## src/rtl/alu_pkg.sv

```systemverilog
// Opcode and FSM state encodings shared by seq_alu and its iterative multiply/divide unit.
package alu_pkg;

    typedef enum logic [3:0] {
        OP_NOP  = 4'b0000,
        OP_ADD  = 4'b0001,
        OP_SUB  = 4'b0010,
        OP_ADDX = 4'b0011,
        OP_SUBX = 4'b0100,
        OP_MUL  = 4'b0101,
        OP_DIV  = 4'b0110,
        OP_OR   = 4'b0111,
        OP_AND  = 4'b1000,
        OP_XOR  = 4'b1001,
        OP_SLL  = 4'b1010,
        OP_SRL  = 4'b1011,
        OP_SLT  = 4'b1100,
        OP_MFHI = 4'b1101,
        OP_MFLO = 4'b1110,
        OP_NOPX = 4'b1111
    } alu_op_t;

    typedef enum logic [1:0] {
        IDLE = 2'd0,
        MUL  = 2'd1,
        DIV  = 2'd2
    } alu_state_t;

endpackage

```

## src/rtl/mdu_iter.sv

```systemverilog
// Iterative unsigned shift-add multiplier / restoring divider, one bit per cycle; N iterations.
// The first iteration is applied on the start edge, so the result is ready on the (N-1)th edge after it.
module mdu_iter #(
    parameter int N = 32
) (
    input  logic         clk,
    input  logic         rst,
    input  logic         start,
    input  logic         is_div,
    input  logic         run,
    input  logic [N-1:0] rda,
    input  logic [N-1:0] rdx,
    output logic         last,
    output logic [N-1:0] hi_nxt,
    output logic [N-1:0] lo_nxt
);

    localparam int CW = $clog2(N);

    // opnd: multiplicand or divisor; upper: partial product or remainder; lower: multiplier or quotient
    logic [N-1:0]  opnd, upper, lower;
    logic          div_mode;
    logic [CW-1:0] cnt;

    logic [N-1:0]  cur_opnd, cur_upper, cur_lower;
    logic          cur_div;
    logic [N:0]    sum, shifted, diff;
    logic [N-1:0]  step_upper, step_lower;

    always_comb begin
        cur_div   = start ? is_div : div_mode;
        cur_upper = start ? '0 : upper;
        cur_opnd  = opnd;
        cur_lower = lower;
        if (start) begin
            cur_opnd  = is_div ? rdx : rda;
            cur_lower = is_div ? rda : rdx;
        end

        sum     = {1'b0, cur_upper} + (cur_lower[0] ? {1'b0, cur_opnd} : {(N+1){1'b0}});
        shifted = {cur_upper, cur_lower[N-1]};
        diff    = shifted - {1'b0, cur_opnd};

        step_upper = sum[N:1];
        step_lower = {sum[0], cur_lower[N-1:1]};
        if (cur_div) begin
            // diff[N] is the borrow: the partial remainder is smaller than the divisor
            if (!diff[N]) begin
                step_upper = diff[N-1:0];
                step_lower = {cur_lower[N-2:0], 1'b1};
            end else begin
                step_upper = shifted[N-1:0];
                step_lower = {cur_lower[N-2:0], 1'b0};
            end
        end
    end

    assign last   = run && (cnt == CW'(N-1));
    assign hi_nxt = step_upper;
    assign lo_nxt = step_lower;

    always_ff @(posedge clk) begin
        if (rst) begin
            opnd     <= '0;
            upper    <= '0;
            lower    <= '0;
            div_mode <= 1'b0;
            cnt      <= '0;
        end else if (start) begin
            opnd     <= cur_opnd;
            upper    <= step_upper;
            lower    <= step_lower;
            div_mode <= is_div;
            cnt      <= CW'(1);
        end else if (run) begin
            upper <= step_upper;
            lower <= step_lower;
            cnt   <= last ? '0 : cnt + 1'b1;
        end
    end

endmodule

```

## src/rtl/seq_alu.sv

```systemverilog
// Handshaked execute-stage ALU: single-cycle ops answer the cycle after acceptance, MUL/DIV after N cycles.
// in_ready drops while MUL/DIV iterate; out_valid is a one-cycle pulse with no output backpressure.
module seq_alu
    import alu_pkg::*;
#(
    parameter int N = 32,
    parameter int M = 4
) (
    input  logic         clk,
    input  logic         rst,
    input  logic         in_valid,
    output logic         in_ready,
    input  logic [M-1:0] alu_decode,
    input  logic [N-1:0] rda,
    input  logic [N-1:0] rdx,
    output logic         out_valid,
    output logic [N-1:0] result,
    output logic         zero,
    output logic [N-1:0] hi,
    output logic [N-1:0] lo,
    output logic         div_by_zero
);

    localparam int SW = $clog2(N);

    alu_state_t   state;
    alu_op_t      op;
    logic         accept, start, is_div, busy, last, div_zero_q;
    logic [N-1:0] alu_res, hi_nxt, lo_nxt;

    assign op       = alu_op_t'(alu_decode[3:0]);
    assign in_ready = (state == IDLE);
    assign busy     = (state != IDLE);
    assign accept   = in_valid && in_ready;
    assign is_div   = (op == OP_DIV);
    assign start    = accept && ((op == OP_MUL) || (op == OP_DIV));

    always_comb begin
        alu_res = '0;
        case (op)
            OP_ADD, OP_ADDX: alu_res = rda + rdx;
            OP_SUB, OP_SUBX: alu_res = rda - rdx;
            OP_OR:           alu_res = rda | rdx;
            OP_AND:          alu_res = rda & rdx;
            OP_XOR:          alu_res = rda ^ rdx;
            OP_SLL:          alu_res = rda << rdx[SW-1:0];
            OP_SRL:          alu_res = rda >> rdx[SW-1:0];
            OP_SLT:          alu_res = {{(N-1){1'b0}}, (rda < rdx)};
            OP_MFHI:         alu_res = hi;
            OP_MFLO:         alu_res = lo;
            default:         alu_res = '0;
        endcase
    end

    mdu_iter #(.N(N)) u_mdu (
        .clk    (clk),
        .rst    (rst),
        .start  (start),
        .is_div (is_div),
        .run    (busy),
        .rda    (rda),
        .rdx    (rdx),
        .last   (last),
        .hi_nxt (hi_nxt),
        .lo_nxt (lo_nxt)
    );

    always_ff @(posedge clk) begin
        if (rst) begin
            state       <= IDLE;
            out_valid   <= 1'b0;
            result      <= '0;
            zero        <= 1'b1;
            hi          <= '0;
            lo          <= '0;
            div_by_zero <= 1'b0;
            div_zero_q  <= 1'b0;
        end else begin
            out_valid <= 1'b0;
            case (state)
                IDLE: begin
                    if (start) begin
                        state      <= is_div ? DIV : MUL;
                        div_zero_q <= is_div && (rdx == '0);
                    end else if (accept) begin
                        out_valid   <= 1'b1;
                        result      <= alu_res;
                        zero        <= (alu_res == '0);
                        div_by_zero <= 1'b0;
                    end
                end
                MUL, DIV: begin
                    if (last) begin
                        state       <= IDLE;
                        out_valid   <= 1'b1;
                        hi          <= hi_nxt;
                        lo          <= lo_nxt;
                        result      <= lo_nxt;
                        zero        <= (lo_nxt == '0);
                        div_by_zero <= (state == DIV) && div_zero_q;
                    end
                end
                default: state <= IDLE;
            endcase
        end
    end

endmodule
```

## config.mk

```make
export PLATFORM = sky130hd
export DESIGN_NAME = seq_alu
export DESIGN_NICKNAME = d
export VERILOG_FILES = /design/src/rtl/alu_pkg.sv /design/src/rtl/mdu_iter.sv /design/src/rtl/seq_alu.sv
export SDC_FILE = /design/constraint.sdc
export NUM_CORES = 1
export LEC_CHECK = 0
export ABC_AREA = 1
export CAP_MARGIN = 20
export CORE_ASPECT_RATIO = 1.5
export CORE_MARGIN = 5
export CORE_UTILIZATION = 35
export DETAILED_ROUTE_END_ITERATION = 7
export PLACE_DENSITY = 0.56
export SETUP_SLACK_MARGIN = 0.15
export SYNTH_ARGS = -nofsm -noshare
export SYNTH_HDL_FRONTEND = slang
export SYNTH_HIERARCHICAL = 1
export SYNTH_SLANG_ARGS = --single-unit
```

## constraint.sdc

```tcl
create_clock -name clk -period 5.2 [get_ports clk]
set_clock_uncertainty 0.2 [all_clocks]
set_input_delay 1.56 -clock clk [delete_from_list [all_inputs] [get_ports clk]]
set_output_delay 1.56 -clock clk [all_outputs]
set_load 0.02 [all_outputs]
```

# Word-level counts from Yosys, hierarchy flattened

Cells that the tools add are included.

Output and inout bits: 100
Logic and storage cells: 106
Register bits after elaboration: 204

Reductions and logical operators: 21
Equal/unequal tests: 21
Order comparisons: 1
Shift operators: 2
Bitwise operators: 3
Add/sub/neg operators: 5
Mux-type cells: 39

Operators with widths:

| operator                                                        | count |
|---|---|
| 32-bit 2-to-1 mux                                               | 16 |
| 32-bit one-hot mux with 10 select lines                         | 1 |
| 32-bit zero test                                                | 3 |
| 32-bit one-hot mux with 2 select lines                          | 1 |
| 32-bit by 33-bit adder with 33-bit output                       | 1 |
| 33-bit by 32-bit subtractor with 33-bit output                  | 1 |
| 32-bit adder                                                    | 1 |
| 32-bit AND                                                      | 1 |
| 32-bit less-than comparator                                     | 1 |
| 32-bit OR                                                       | 1 |
| 32-bit by 5-bit << shifter with 32-bit output                   | 1 |
| 32-bit by 5-bit right shift with 32-bit output                  | 1 |
| 32-bit subtractor                                               | 1 |
| 32-bit XOR                                                      | 1 |
| 4-bit == test, second input constant                            | 7 |
| 4-bit by 3-bit == test with 1-bit output, second input constant | 4 |
| 1-bit 2-to-1 mux                                                | 13 |
| 4-bit by 2-bit == test with 1-bit output, second input constant | 2 |
| 2-bit OR reduction                                              | 4 |
| 2-bit 2-to-1 mux                                                | 3 |
| 2-bit by 1-bit != test with 1-bit output, second input constant | 3 |
| 1-bit one-hot mux with 2 select lines                           | 3 |
| 2-bit AND reduction                                             | 3 |
| 2-bit nonzero test                                              | 3 |
| 12 further kinds                                                | 16 |

# Longest topological paths before layout

Depth in word-level cells: 10
Mapped depth: 32
Mapped depth without buffers: 31

# Cells and area by module

The synthesis kept the hierarchy.

Modules (own cells, without submodules):

| module   | times used | area an instance (sq um) | cells each |
|---|---|---|---|
| seq_alu  | 1          | 14,293.7                 | 2,695 |
| mdu_iter | 1          | 10,909.2                 | 1,976 |

# Least setup slack after synthesis

OpenSTA, ideal clock, no wires.

Path kind: input to register
Start: in alu_decode[2]
End: reg zero
Arrival: 5.358 ns
Stages on the path: 30
Setup time: 0.059 ns
Path slack: -0.417 ns
Required time: 4.941 ns
Cell sequence: inv_1 > nor2_1 > nand3_1 > nor2_1 > clkbuf_1 > clkbuf_1 > buf_2 > clkbuf_1 > nand3_1 > o21ai_0 > ha_1 > nand2_1 > inv_1 > nand2_1 > nand2_1 > inv_1 > nand2_1 > a21oi_4 > nand3_1 > nand2_4 > nand2_1 > nand2_1 > inv_1 > nor4_1 > nand4_1 > nor4_1 > nand4_1 > nand2_1 > nand2_1 > nand2_1

Longest elaborated chain between the ends: 10

RTL lines:

| what                                           | line                           | source |
|---|---|---|
| start: declaration                             | seq_alu.sv:13                  | `input logic [M-1:0] alu_decode,` |
| 4-bit by 3-bit == test with 1-bit output       | seq_alu.sv:36                  | `assign start = accept && ((op == OP_MUL) \|\| (op == OP_DIV));` |
| 1-bit logical OR *                             | seq_alu.sv:36                  |  |
| 1-bit logical AND *                            | seq_alu.sv:36                  |  |
| named net start                                | seq_alu.sv:28                  | `logic accept, start, is_div, busy, last, div_zero_q;` |
| 32-bit 2-to-1 mux (on tied branches)           | mdu_iter.sv:35, mdu_iter.sv:32 |  |
| 33-bit by 32-bit subtractor with 33-bit output | mdu_iter.sv:42                 | `diff = shifted - {1'b0, cur_opnd};` |
| 1-bit 2-to-1 mux                               | mdu_iter.sv:48                 | `if (!diff[N]) begin` |
| 32-bit 2-to-1 mux *                            | mdu_iter.sv:46                 | `if (cur_div) begin` |
| named net lo_nxt[0]                            | seq_alu.sv:29                  | `logic [N-1:0] alu_res, hi_nxt, lo_nxt;` |
| 32-bit zero test *                             | seq_alu.sv:99                  | `zero <= (lo_nxt == '0);` |
| 1-bit 2-to-1 mux *                             | seq_alu.sv:93                  | `if (last) begin` |
| 1-bit one-hot mux with 2 select lines *        | seq_alu.sv:80                  | `case (state)` |
| end signal: assignment                         | seq_alu.sv:88                  | `zero <= (alu_res == '0);` |
| end signal: assignment                         | seq_alu.sv:99                  |  |
| end: declaration                               | seq_alu.sv:18                  | `output logic zero,` |

The timed path passes the listed nets; every way through them passes the cells marked *. The select of a mux whose other input is x is not followed.
A chain may end at the register's enable or synchronous reset.

# Final worst setup path

Start: in in_valid
End: reg hi[13]

Longest elaborated chain between the ends: 6

RTL lines:

| what                                                                                | line                           | source |
|---|---|---|
| start: declaration                                                                  | seq_alu.sv:11                  | `input logic in_valid,` |
| 1-bit logical AND *                                                                 | seq_alu.sv:34                  | `assign accept = in_valid && in_ready;` |
| 1-bit logical AND *                                                                 | seq_alu.sv:36                  |  |
| named net start                                                                     | seq_alu.sv:28                  |  |
| 32-bit 2-to-1 mux (on tied branches)                                                | mdu_iter.sv:35, mdu_iter.sv:32 |  |
| 32-bit 2-to-1 mux or 33-bit by 32-bit subtractor with 33-bit output (tied branches) | mdu_iter.sv:40, mdu_iter.sv:42 |  |
| 32-bit by 33-bit adder with 33-bit output or 32-bit 2-to-1 mux (tied branches)      | mdu_iter.sv:40, mdu_iter.sv:48 |  |
| 32-bit 2-to-1 mux *                                                                 | mdu_iter.sv:46                 |  |
| named net hi_nxt[13]                                                                | seq_alu.sv:29                  |  |
| end signal: assignment                                                              | seq_alu.sv:96                  | `hi <= hi_nxt;` |
| end: declaration                                                                    | seq_alu.sv:19                  | `output logic [N-1:0] hi,` |

The timed path passes the listed nets; every way through them passes the cells marked *.

==> results.md <==
- Post-Syn Instances: ~4700
- Main combinational cell family by area after synthesis: simple AND/OR/NAND/NOR gates
- Crit. End Element: register
- Leakage: between 15 and 20 nW
- Max cap viols: 0
- Hold Vio Cnt, Final: 0
- Iter 0 DRT Violations: around 3300
- Crit path max fanout: 13
- R2R cell count: 21
- ANT nets after route: 0
- Min-Delay Path Class: register to register
- Worst skew pair latency: around 0.59 ns
- Vias in the first global route: around 34000
- Final period util: 95.6%
- Post-route setup slack: between 0.2 and 0.25 ns
- Post-Synth Adder-Cell Area: a little under 9%
- Most frequent cells in the layout: nand2_1 (1444), buf_4 (725), nand3_1 (633)
- Pre-Repair DR Iteration Count: 6
- Post-synthesis mux area share: less than 1%
- Rel. slew slack: a little under two fifths
- Via Count: roughly 34000
- Startpoint of the worst hold path: result[25]
- Clk buf depth: 3
- Synth Area in Compound Gates: about an eighth
- XOR/XNOR share of the synthesized area: between 1 and 1.5%
- Pin count of the biggest net entering global routing: a little under 70
- Worst-path cell chain: clkdlybuf4s50_1 -> nand2_1 -> buf_12 -> nor2_4 -> buf_6 -> buf_4 -> o21ai_4 -> buf_4 -> buf_12 -> nor2_1 -> ha_1 -> a21oi_1 -> o21ai_0 -> a21oi_1 -> nand2_1 -> or2_2 -> nand3_1 -> nand2_1 -> o21ai_0 -> nor2_1
- CTS sink cnt: 204
- Avg Cell Area, Syn: around 5.4 um2
- Share of cells above drive strength 1: between 15 and 20%
- RSZ-0062 raised after global routing: yes
- Reg-to-Reg Start: state[0]
- CTS tree: built
- Place WS: -0.797 ns
- Outcome: finished clean
- # IOs: 171
- Final worst path period need: 4.97 ns
- Die Span Y: roughly 340 um
- Row cnt: 120
- Final setup viols: 0
- Ys Warns: 6
- Mapped Nets: about 4900
- R2R Path End: hi[13]
- #FFs+latches synth: slightly above 200
- Final nets: approximately 5700
- Final Max Tran Viols: 0
- Core area: 71500 um2
- Crit path required time: about 5.5 ns
- Clock slew at reported path FFs: roughly 0.060 ns
- Post-synthesis sequential area ratio: around 16%
- Async S/R FF share, synth: 0%
- Mapped Area: roughly 25000 um2
- Die ar.: ~78000 um2
- Post-DP HPWL: about 130 mm
- Grt ovf: 0
- Hold_buf cts: 0
- Post-synth EDFFs: 0
- # DRC: 0
- Distinct cells, synth: 53
- Hold Path Cell Cnt: 2
- Worst Setup SP: in_valid
- Total Power: ~16 mW
- Crit path top cell by count: nand2_1
- Simple-Gate Fraction of Synth Area: 47.1%
- Clock root cell: clkbuf_16
- Post-route cell area: ~35000 um2
- Slew @ Worst Pin: 0.930 ns
- Placer Congestion: between 1 and 1.5
- Inserted Clock Buffers: 23
- First-pass GRT wire length: 221 mm
- Setup Crit Path Kind: primary input to register
- Final Core Density: about half
- Synth-to-layout area growth: 37.4%
- Arr. time, crit path: between 5 and 6 ns
- Chip Width: 229 um
- Initial antenna violation count: 4
- DP Area: 33400 um2
- Sink of the worst hold path: result[25]
- Power density over the cells: ~460 nW/um2
- Main flop type after synthesis: dfxtp_1
- Port-buffer cells: 170
- Peak supply drop: around 0.00036 V
- H-tree depth: 1
- Starting Density: between 30% and 40%
- Slowest cell on the critical path: clkdlybuf4s50_1
- Worst path max stage delay: around 0.48 ns
- Drt total wl: between 150 and 200 mm
- Tot GR Track Use: 38.2%
- Reg-to-reg slack, setup: around 0.98 ns
- Vias/cell: roughly 5.4
- Filler cells: a little under 8000
- Most common cell after layout, fill and taps aside: nand2_1
- Routed len/inst: between 20 and 25 um
- Kind of start point of the critical path: primary input
- F_max: between 0.2 and 0.25 GHz
power breakdown:
part,switching [mW],internal (mW)
Clock,0.753,0.938
Sequential,0.178,1.92
Combinational,7.40,4.76
Total,8.33,7.62
worst max-delay path, delay by kind of cell:
kind            cells  cell delay (ns)
buf+inv             6             1.27
simple gates        8             1.25
fa+ha+maj           1             0.31
compound gates      5             0.84
registers in the layout, indices dropped and copies added, names as in the netlist, 2 cells and up:
register     flops
result          32
u_mdu/lower     32
hi              32
u_mdu/cnt        5
u_mdu/opnd      32
state            2
u_mdu/upper     32
lo              32
timing repair:
action                                  4_1_cts  5_1_grt
pin swaps                                     5       17
gates cloned                                  0        1
gates resized for setup                      35       54
buffers inserted                              5        6
endpoints found under the setup margin       55       66
worst max path at each step:
stage | to | cells after the start | slack (ns)
2_1_floorplan | zero | 30 | 0.15
3_3_place_gp | zero | 27 | -0.81
4_1_cts | zero | 30 | 0.05
5_1_grt | zero | 29 | 0.07
6_report | hi[13] | 20 | 0.23
3_5_place_dp | zero | 27 | -0.80
cell type report:
type	count	area [um2]	share of cell area, %
antenna	1	2.50	0.00723
tap	915	1140	3.31
clock buffer	30	652	1.88
sequential	204	4080	11.8
multi-input combinational	3627	18100	52.2
inverter	633	2380	6.87
clock inverter	10	100	0.289
timing repair buffer	948	8180	23.6
Yosys cell counts, types with 8 or more instances:
cell type | count | area (um2)
nand2_1 | 1455 | 5460
nand3_1 | 636 | 3180
inv_1 | 624 | 2340
nor2_1 | 540 | 2030
o21ai_0 | 246 | 1230
a21oi_1 | 234 | 1170
dfxtp_1 | 204 | 4080
ha_1 | 173 | 2160
clkbuf_1 | 94 | 353
buf_2 | 76 | 380
nor3_1 | 47 | 235
nand4_1 | 40 | 250
o211ai_1 | 34 | 255
nand2_2 | 24 | 150
o22ai_1 | 24 | 150
xor2_1 | 21 | 184
mux2i_1 | 17 | 170
buf_1 | 15 | 56.3
and2_1 | 14 | 87.6
nor4_1 | 12 | 75.1
nand3_2 | 11 | 110
buf_6 | 10 | 113
nand3b_1 | 10 | 75.1
buf_4 | 9 | 67.6
nor2_2 | 9 | 56.3
xnor2_1 | 9 | 78.8
o21bai_1 | 8 | 60.1
or2_2 | 8 | 50.1
metal layers:
layer	GRT usage, %	part of all wire [%]	vias up
met1	40.2	35	15962
met5	0	0.0089	-
met2	64.4	46	1498
li1	-	-	16440
met4	37.4	12	2
met3	5.32	6.0	542
cells by family (layout without fill, tap and decap cells):
group / after synthesis / in the layout
AND/OR/NAND/NOR: 2818 / 2818
AO/OA/AOI/OAI: 585 / 585
XOR/XNOR: 30 / 30
adder cells (fa/ha/maj): 177 / 177
buffers and inverters: 840 / 1621
flip-flops: 204 / 204
multiplexers: 17 / 17
other: 0 / 1
stage by stage:
step                TNS (ns)  cells  hold WS [ns]
floorplan                  0   4671         0.246
global placement      -34.83   6314         0.252
global route               0   6367         0.276
CTS                        0   6359         0.264
detailed placement    -36.04   6314         0.255
finish                     0   6368         0.260
Note: power is estimated with default switching activity, not from simulation.
